## src/rtl/mem_axi_master.sv

```systemverilog
// mem_axi_master: single-outstanding bridge from the core's simple memory
// request port to an AXI-lite-style SRAM slave port.
//   clk, reset        : clock, asynchronous active-low reset
//   req_*             : core request (valid/ready, wen, addr, wdata, wstrb)
//   resp_*            : single-beat response (valid/ready, rdata, err)
//   ar_*/r_*          : read address / read data channels
//   aw_*/w_*/b*       : write address / write data / write response channels
module mem_axi_master #(
  parameter int unsigned ADDR_W = 64,
  parameter int unsigned DATA_W = 64
) (
  input  logic                  clk,
  input  logic                  reset,
  input  logic                  req_valid,
  output logic                  req_ready,
  input  logic                  req_wen,
  input  logic [ADDR_W-1:0]     req_addr,
  input  logic [DATA_W-1:0]     req_wdata,
  input  logic [DATA_W/8-1:0]   req_wstrb,
  output logic                  resp_valid,
  input  logic                  resp_ready,
  output logic [DATA_W-1:0]     resp_rdata,
  output logic                  resp_err,
  output logic                  ar_valid,
  input  logic                  ar_ready,
  output logic [ADDR_W-1:0]     araddr,
  input  logic                  r_valid,
  output logic                  r_ready,
  input  logic [DATA_W-1:0]     rdata,
  output logic                  aw_valid,
  input  logic                  aw_ready,
  output logic [ADDR_W-1:0]     awaddr,
  output logic                  w_valid,
  input  logic                  w_ready,
  output logic [DATA_W-1:0]     wdata,
  output logic [DATA_W/8-1:0]   wstrb,
  input  logic                  bvalid,
  output logic                  bready,
  input  logic [1:0]            bresp
);

  typedef enum logic [2:0] {IDLE, RADDR, RDATA, WRITE, WRESP, RESP} state_t;

  state_t state, state_nxt;
  logic   aw_done, w_done;
  logic   req_hs, ar_hs, r_hs, aw_hs, w_hs, b_hs;
  logic   aw_fin, w_fin;

  // Ready signals are pure state decodes.
  assign req_ready = (state == IDLE);
  assign r_ready   = (state == RDATA);
  assign bready    = (state == WRESP);

  assign req_hs = req_valid && req_ready;
  assign ar_hs  = ar_valid && ar_ready;
  assign r_hs   = r_valid && r_ready;
  assign aw_hs  = aw_valid && aw_ready;
  assign w_hs   = w_valid && w_ready;
  assign b_hs   = bvalid && bready;

  // A write channel is finished if it completed earlier or completes now.
  assign aw_fin = aw_done || aw_hs;
  assign w_fin  = w_done || w_hs;

  // State register.
  always_ff @(posedge clk or negedge reset) begin
    if (!reset) state <= IDLE;
    else        state <= state_nxt;
  end

  // Next-state decode.
  always_comb begin
    state_nxt = state;
    case (state)
      IDLE:    if (req_hs) state_nxt = req_wen ? WRITE : RADDR;
      RADDR:   if (ar_hs) state_nxt = RDATA;
      RDATA:   if (r_hs) state_nxt = RESP;
      WRITE:   if (aw_fin && w_fin) state_nxt = WRESP;
      WRESP:   if (b_hs) state_nxt = RESP;
      RESP:    if (resp_ready) state_nxt = IDLE;
      default: state_nxt = IDLE;
    endcase
  end

  // Registered channel outputs, payloads and write-channel done flags.
  always_ff @(posedge clk or negedge reset) begin
    if (!reset) begin
      ar_valid   <= 1'b0;
      aw_valid   <= 1'b0;
      w_valid    <= 1'b0;
      resp_valid <= 1'b0;
      resp_rdata <= '0;
      resp_err   <= 1'b0;
      araddr     <= '0;
      awaddr     <= '0;
      wdata      <= '0;
      wstrb      <= '0;
      aw_done    <= 1'b0;
      w_done     <= 1'b0;
    end else begin
      case (state)
        IDLE: begin
          if (req_hs) begin
            if (req_wen) begin
              awaddr   <= req_addr;
              wdata    <= req_wdata;
              wstrb    <= req_wstrb;
              aw_valid <= 1'b1;
              w_valid  <= 1'b1;
              aw_done  <= 1'b0;
              w_done   <= 1'b0;
            end else begin
              araddr   <= req_addr;
              ar_valid <= 1'b1;
            end
          end
        end
        RADDR: if (ar_hs) ar_valid <= 1'b0;
        RDATA: begin
          if (r_hs) begin
            resp_rdata <= rdata;
            resp_err   <= 1'b0;
            resp_valid <= 1'b1;
          end
        end
        WRITE: begin
          if (aw_hs) begin
            aw_valid <= 1'b0;
            aw_done  <= 1'b1;
          end
          if (w_hs) begin
            w_valid <= 1'b0;
            w_done  <= 1'b1;
          end
        end
        WRESP: begin
          if (b_hs) begin
            resp_rdata <= '0;
            resp_err   <= (bresp != 2'b00);
            resp_valid <= 1'b1;
          end
        end
        RESP: if (resp_ready) resp_valid <= 1'b0;
        default: ;
      endcase
    end
  end

endmodule

```

## config.mk

```make
export PLATFORM = sky130hd
export DESIGN_NAME = mem_axi_master
export DESIGN_NICKNAME = d
export VERILOG_FILES = /design/src/rtl/mem_axi_master.sv
export SDC_FILE = /design/constraint.sdc
export NUM_CORES = 1
export LEC_CHECK = 0
export ABC_CLOCK_PERIOD_IN_PS = 2350
export CAP_MARGIN = 15
export CORE_AREA = 2 2 190 192
export DETAILED_ROUTE_END_ITERATION = 10
export DIE_AREA = 0 0 192 194
export DONT_BUFFER_PORTS = 1
export GPL_TIMING_DRIVEN = 1
export SLEW_MARGIN = 40
export SYNTH_ARGS = -nofsm -noshare
export SYNTH_HDL_FRONTEND = slang
export SYNTH_SLANG_ARGS = --single-unit
```

## constraint.sdc

```tcl
create_clock -name clk -period 2.35 [get_ports clk]
set_input_delay 0.5875 -clock clk [delete_from_list [all_inputs] [get_ports clk]]
set_output_delay 0.5875 -clock clk [all_outputs]
set_load 0.005 [all_outputs]
```

---- Yosys cells after proc, flatten, opt, wreduce, memory -nomap -nowiden ----
Index checks and enable logic that the tools add are counted.
word-level totals
  flip-flop bits (word level) ............. 274
cells by class
  mux-type cells .......................... 34
  reductions and logical operators ........ 23
  equality and inequality tests ........... 15
  bitwise logic cells ..................... 1
operator list
  operator                                                                count
  64-bit two-way mux                                                      2
  64-bit case mux with 2 select lines                                     1
  3-bit two-way mux                                                       6
  3-bit case mux with 6 select lines                                      1
  1-bit two-way mux                                                       16
  4-bit AND reduction                                                     4
  2-bit != test (second input constant)                                   6
  1-bit case mux with 2 select lines                                      6
  3-bit AND reduction                                                     3
  2-bit by 1-bit != test with 1-bit output (second input constant)        4
  2-bit nonzero test                                                      4
  1-bit logical AND                                                       7
  3-bit by 2-bit equality test with 1-bit output (second input constant)  2
  3-bit equality test (second input constant)                             2
  6-bit AND reduction                                                     1
  3-bit by 1-bit equality test with 1-bit output (second input constant)  1
  3-bit logical NOT                                                       1
  1-bit case mux with 3 select lines                                      1
  3-bit nonzero test                                                      1
  1-bit logical OR                                                        2
  2-bit two-way mux                                                       1
  1-bit inverter                                                          1

---- Logic depth before layout (Yosys ltp) ----
  word-level depth ........................ 5
  mapped depth ............................ 7
  depth with buffers taken out ............ 4

---- Worst setup path before layout ----
Ideal clock, no wire load.
  path type ............................... register to output
  from .................................... register state[1]
  to ...................................... output port bready
  path slack .............................. 0.418 ns
  path buffers ............................ 3
  data required time ...................... 1.762 ns
  arrival ................................. 1.345 ns
  cell stages (with the launch flop) ...... 6
  cells stage by stage .................... dfrtp_1 > buf_2 > or3_1 > buf_2 > buf_4 > inv_1
on the way
  longest elaborated chain between the ends .. 1
RTL lines
  element                   RTL line  source
  start: declaration        44        state_t state, state_nxt;
  start signal: assignment  68        else state <= state_nxt;
  3-bit equality test       52        assign bready = (state == WRESP);
  end: declaration          38        output logic bready,
No other way between the ends.

---- Final worst setup path ----
Ends and elaborated chain as after synthesis.

==> impl_metrics.py <==
metrics = {
    "critical_path": {
        "worst-path-buf-inv": 1,
        "crit_arrival_ps": 1640,
        "crit_fanout": 13,
        "start_kind": "register",
        "end_kind": "primary output",
        "critPathTopFamily": "flip-flops",
        "cp_data_required_time_ps": 1760,
        "cp_cell_sequence": "or3_4 -> inv_1",
        "criticalPathCategory": "register to primary output",
        "cp_slowest_cell": "dfrtp_2",
        "slowest_delay_ps": 490,
    },
    "floorplan": {
        "die_w_um": 192,
        "dieArea_mm2": 0.03725,
        "rows": 69,
        "die_h_um": 194,
        "start_util": 0.3112,
        "core_area_mm2": 0.03522,
        "io_pins": 484,
    },
    "layout": {
        "final_cells": 1248,
        "diodes": 0,
        "num-nets-final": 977,
        "drive_gt1_frac": 0.3342,
        "utilization": 0.3494,
        "area_growth_pct": 12.27,
    },
    "status": {
        "violations": "negative hold slack",
        "status": "complete, but fails checks",
    },
    "yosys": {
        "synth_ff_type": "dfrtp_1",
        "synth_edf_count": 0,
        "syn_nets": 977,
        "synth_top_area_cell": "dfrtp_1",
        "syn_area_mm2": 0.01096,
        "yosys.cell_types.count": 32,
        "synth_async_sr_flop_share": 1.000,
        "yosysWarnings": 0,
        "synth_commonest_cells": "dfrtp_1, nand2_1, mux2_2",
        "synth_top_cell_area_share": 0.6256,
        "synth_cells": 765,
        "synth.area.top_cells": "dfrtp_1, mux2_4, mux2_2",
        "synth_seq_cells": 274,
        "seq_area_frac_synth": 0.6256,
        "syn_avg_cell_area_um2": 14.33,
        "yosysMostFrequentCell": "dfrtp_1",
    },
    "sta": {
        "period_share": 0.9473,
        "drv_slew": 0,
        "fin_crit_ps": 2226,
        "skew_ps": 18.39,
        "setup_ws_ps": 123.9,
        "maxSlewHeadroom": 0.6348,
        "report.final.setup_viol": 0,
        "max_freq_ghz": 0.4492,
        "worst_pin_slew_ps": 547.8,
        "hold_viol": 274,
        "rsz0062_at_grt": "false",
        "setup_tns_ps": 0,
        "whs_ps": -248.3,
    },
    "routing": {
        "met3WireLength_um": 2837,
        "ant_nets": 0,
        "drt_first_pass_iters": 6,
        "drt-met1-wl_um": 9008,
        "wire_per_inst_um": 20.04,
        "route.detailed.drc": 0,
        "drt_iter0_markers": 145,
        "viasPerCell": 4.698,
        "vias": 5863,
        "routed_wl_um": 25010,
        "highest_layer": "met4",
        "wl_met2_um": 12610,
    },
    "placement": {
        "gp_congestion": 0.7374,
        "hpwl_um": 17800,
        "dp_cells": 1195,
        "post-place-ws_ps": 422.3,
        "io_buffer_count": 0,
    },
    "power": {
        "p_leak_nw": 5.631,
        "p_per_area_mw_per_mm2": 1414,
        "ir_drop_mv": 0.9289,
    },
    "run": {
        "cap_viol_max_count": 0,
    },
    "cts": {
        "cts_inserted_buffers": 29,
        "cts_setup_buffers": 0,
        "insertion_delay_ps": 540,
        "clk_path_buf_depth": 3,
        "htreeDepth": 1,
        "clkTransAtPathRegs_ps": 60,
        "cts_tree": "done",
        "cts_root_buf": "clkbuf_16",
        "clock_sinks": 274,
    },
    "global_routing": {
        "grt_pass1_wl_um": 36660,
        "grt.overflow.total": 0,
        "antenna_found_initial": 0,
        "grtUsageTotal": 0.1253,
        "grt_pass1_vias": 6039,
        "grt_start_max_net_pins": 275,
    },
    "hold_path": {
        "min_path_type": "input port to async pin",
    },
}
==> final cells by class <==
type / instances / area, um^2
clock inverter: 7 / 88.84
fill: 3394 / 22920
inverter: 2 / 7.507
clock buffer: 46 / 849.6
multi-input combinational: 442 / 3729
tap: 461 / 576.8
sequential: 274 / 6859
timing repair buffer: 16 / 195.2
==> sequential cells by signal (all words and copies together) (netlist names) <==
name	flops
aw_done	1
w_done	1
state	3
w_valid	1
resp_err	1
wdata	64
wstrb	8
ar_valid	1
aw_valid	1
resp_rdata	64
awaddr	64
resp_valid	1
araddr	64
==> what timing repair did <==
action | CTS | global route
setup endpoints to repair | 1 | 1
hold endpoints to repair | 274 | 274
gates resized for setup | 3 | 1
==> worst paths after layout <==
kind | start | end | slack [ps] | depth (start not counted)
worst max-delay path | state[1]$_DFFE_PN0P_ | bready | 120 | 2
worst min-delay path | reset | awaddr[27]$_DFFE_PN0P_ | -250 | 0
worst max register to register | state[1]$_DFFE_PN0P_ | awaddr[63]$_DFFE_PN0P_ | 450 | 4
worst min register to register | aw_done$_DFFE_PN0P_ | aw_done$_DFFE_PN0P_ | 500 | 2
max in group asynchronous | reset | resp_rdata[28]$_DFFE_PN0P_ | 2280 | 0
min in group clk | rdata[63] | resp_rdata[63]$_DFFE_PN0P_ | 180 | 2
==> metal layers <==
| metal | GRT usage | up-vias |
|---|---|---|
| li1 | - | 2609 |
| met1 | 0.1400 | 2905 |
| met2 | 0.2208 | 314 |
| met3 | 0.04471 | 35 |
| met4 | 0.04015 | 0 |
| met5 | 0 | - |
==> cell families after synthesis <==
family	after synthesis	synth area share
buffers and inverters	49	0.03676
DFF	274	0.6256
muxes	202	0.2382
and+or+nand+nor	153	0.05719
AOI/OAI and AO/OA	87	0.04224
==> placed cells by master (no fill, tap or decap), types with 3 or more instances in the layout <==
cell,Yosys,routed
a21oi_1,5,5
buf_12,10,6
buf_4,7,10
clkbuf_1,11,11
clkbuf_16,0,29
clkbuf_8,0,6
clkinv_2,0,4
dfrtp_1,274,272
mux2_1,6,6
mux2_2,105,105
mux2_4,90,90
nand2_1,136,135
nor2_1,3,3
nor2b_1,4,3
o21ai_0,72,72
==> where the power goes <==
| group | switching [W] | total, W | internal, W | leakage [nW] |
|---|---|---|---|---|
| registers | 0.00210 | 0.00915 | 0.00705 | 3.34 |
| clock network | 0.00179 | 0.00447 | 0.00268 | 0.462 |
| logic | 0.00136 | 0.00378 | 0.00242 | 1.83 |
==> metrics by stage <==
step	cell area [um^2]	power (W)
floorplan	10960	0.01187
global placement	11360	0.01289
detailed placement	11360	0.01309
CTS	12300	0.01764
global route	12310	0.01847
finish	12310	0.01740
Note: power is estimated with default switching activity, not from simulation.
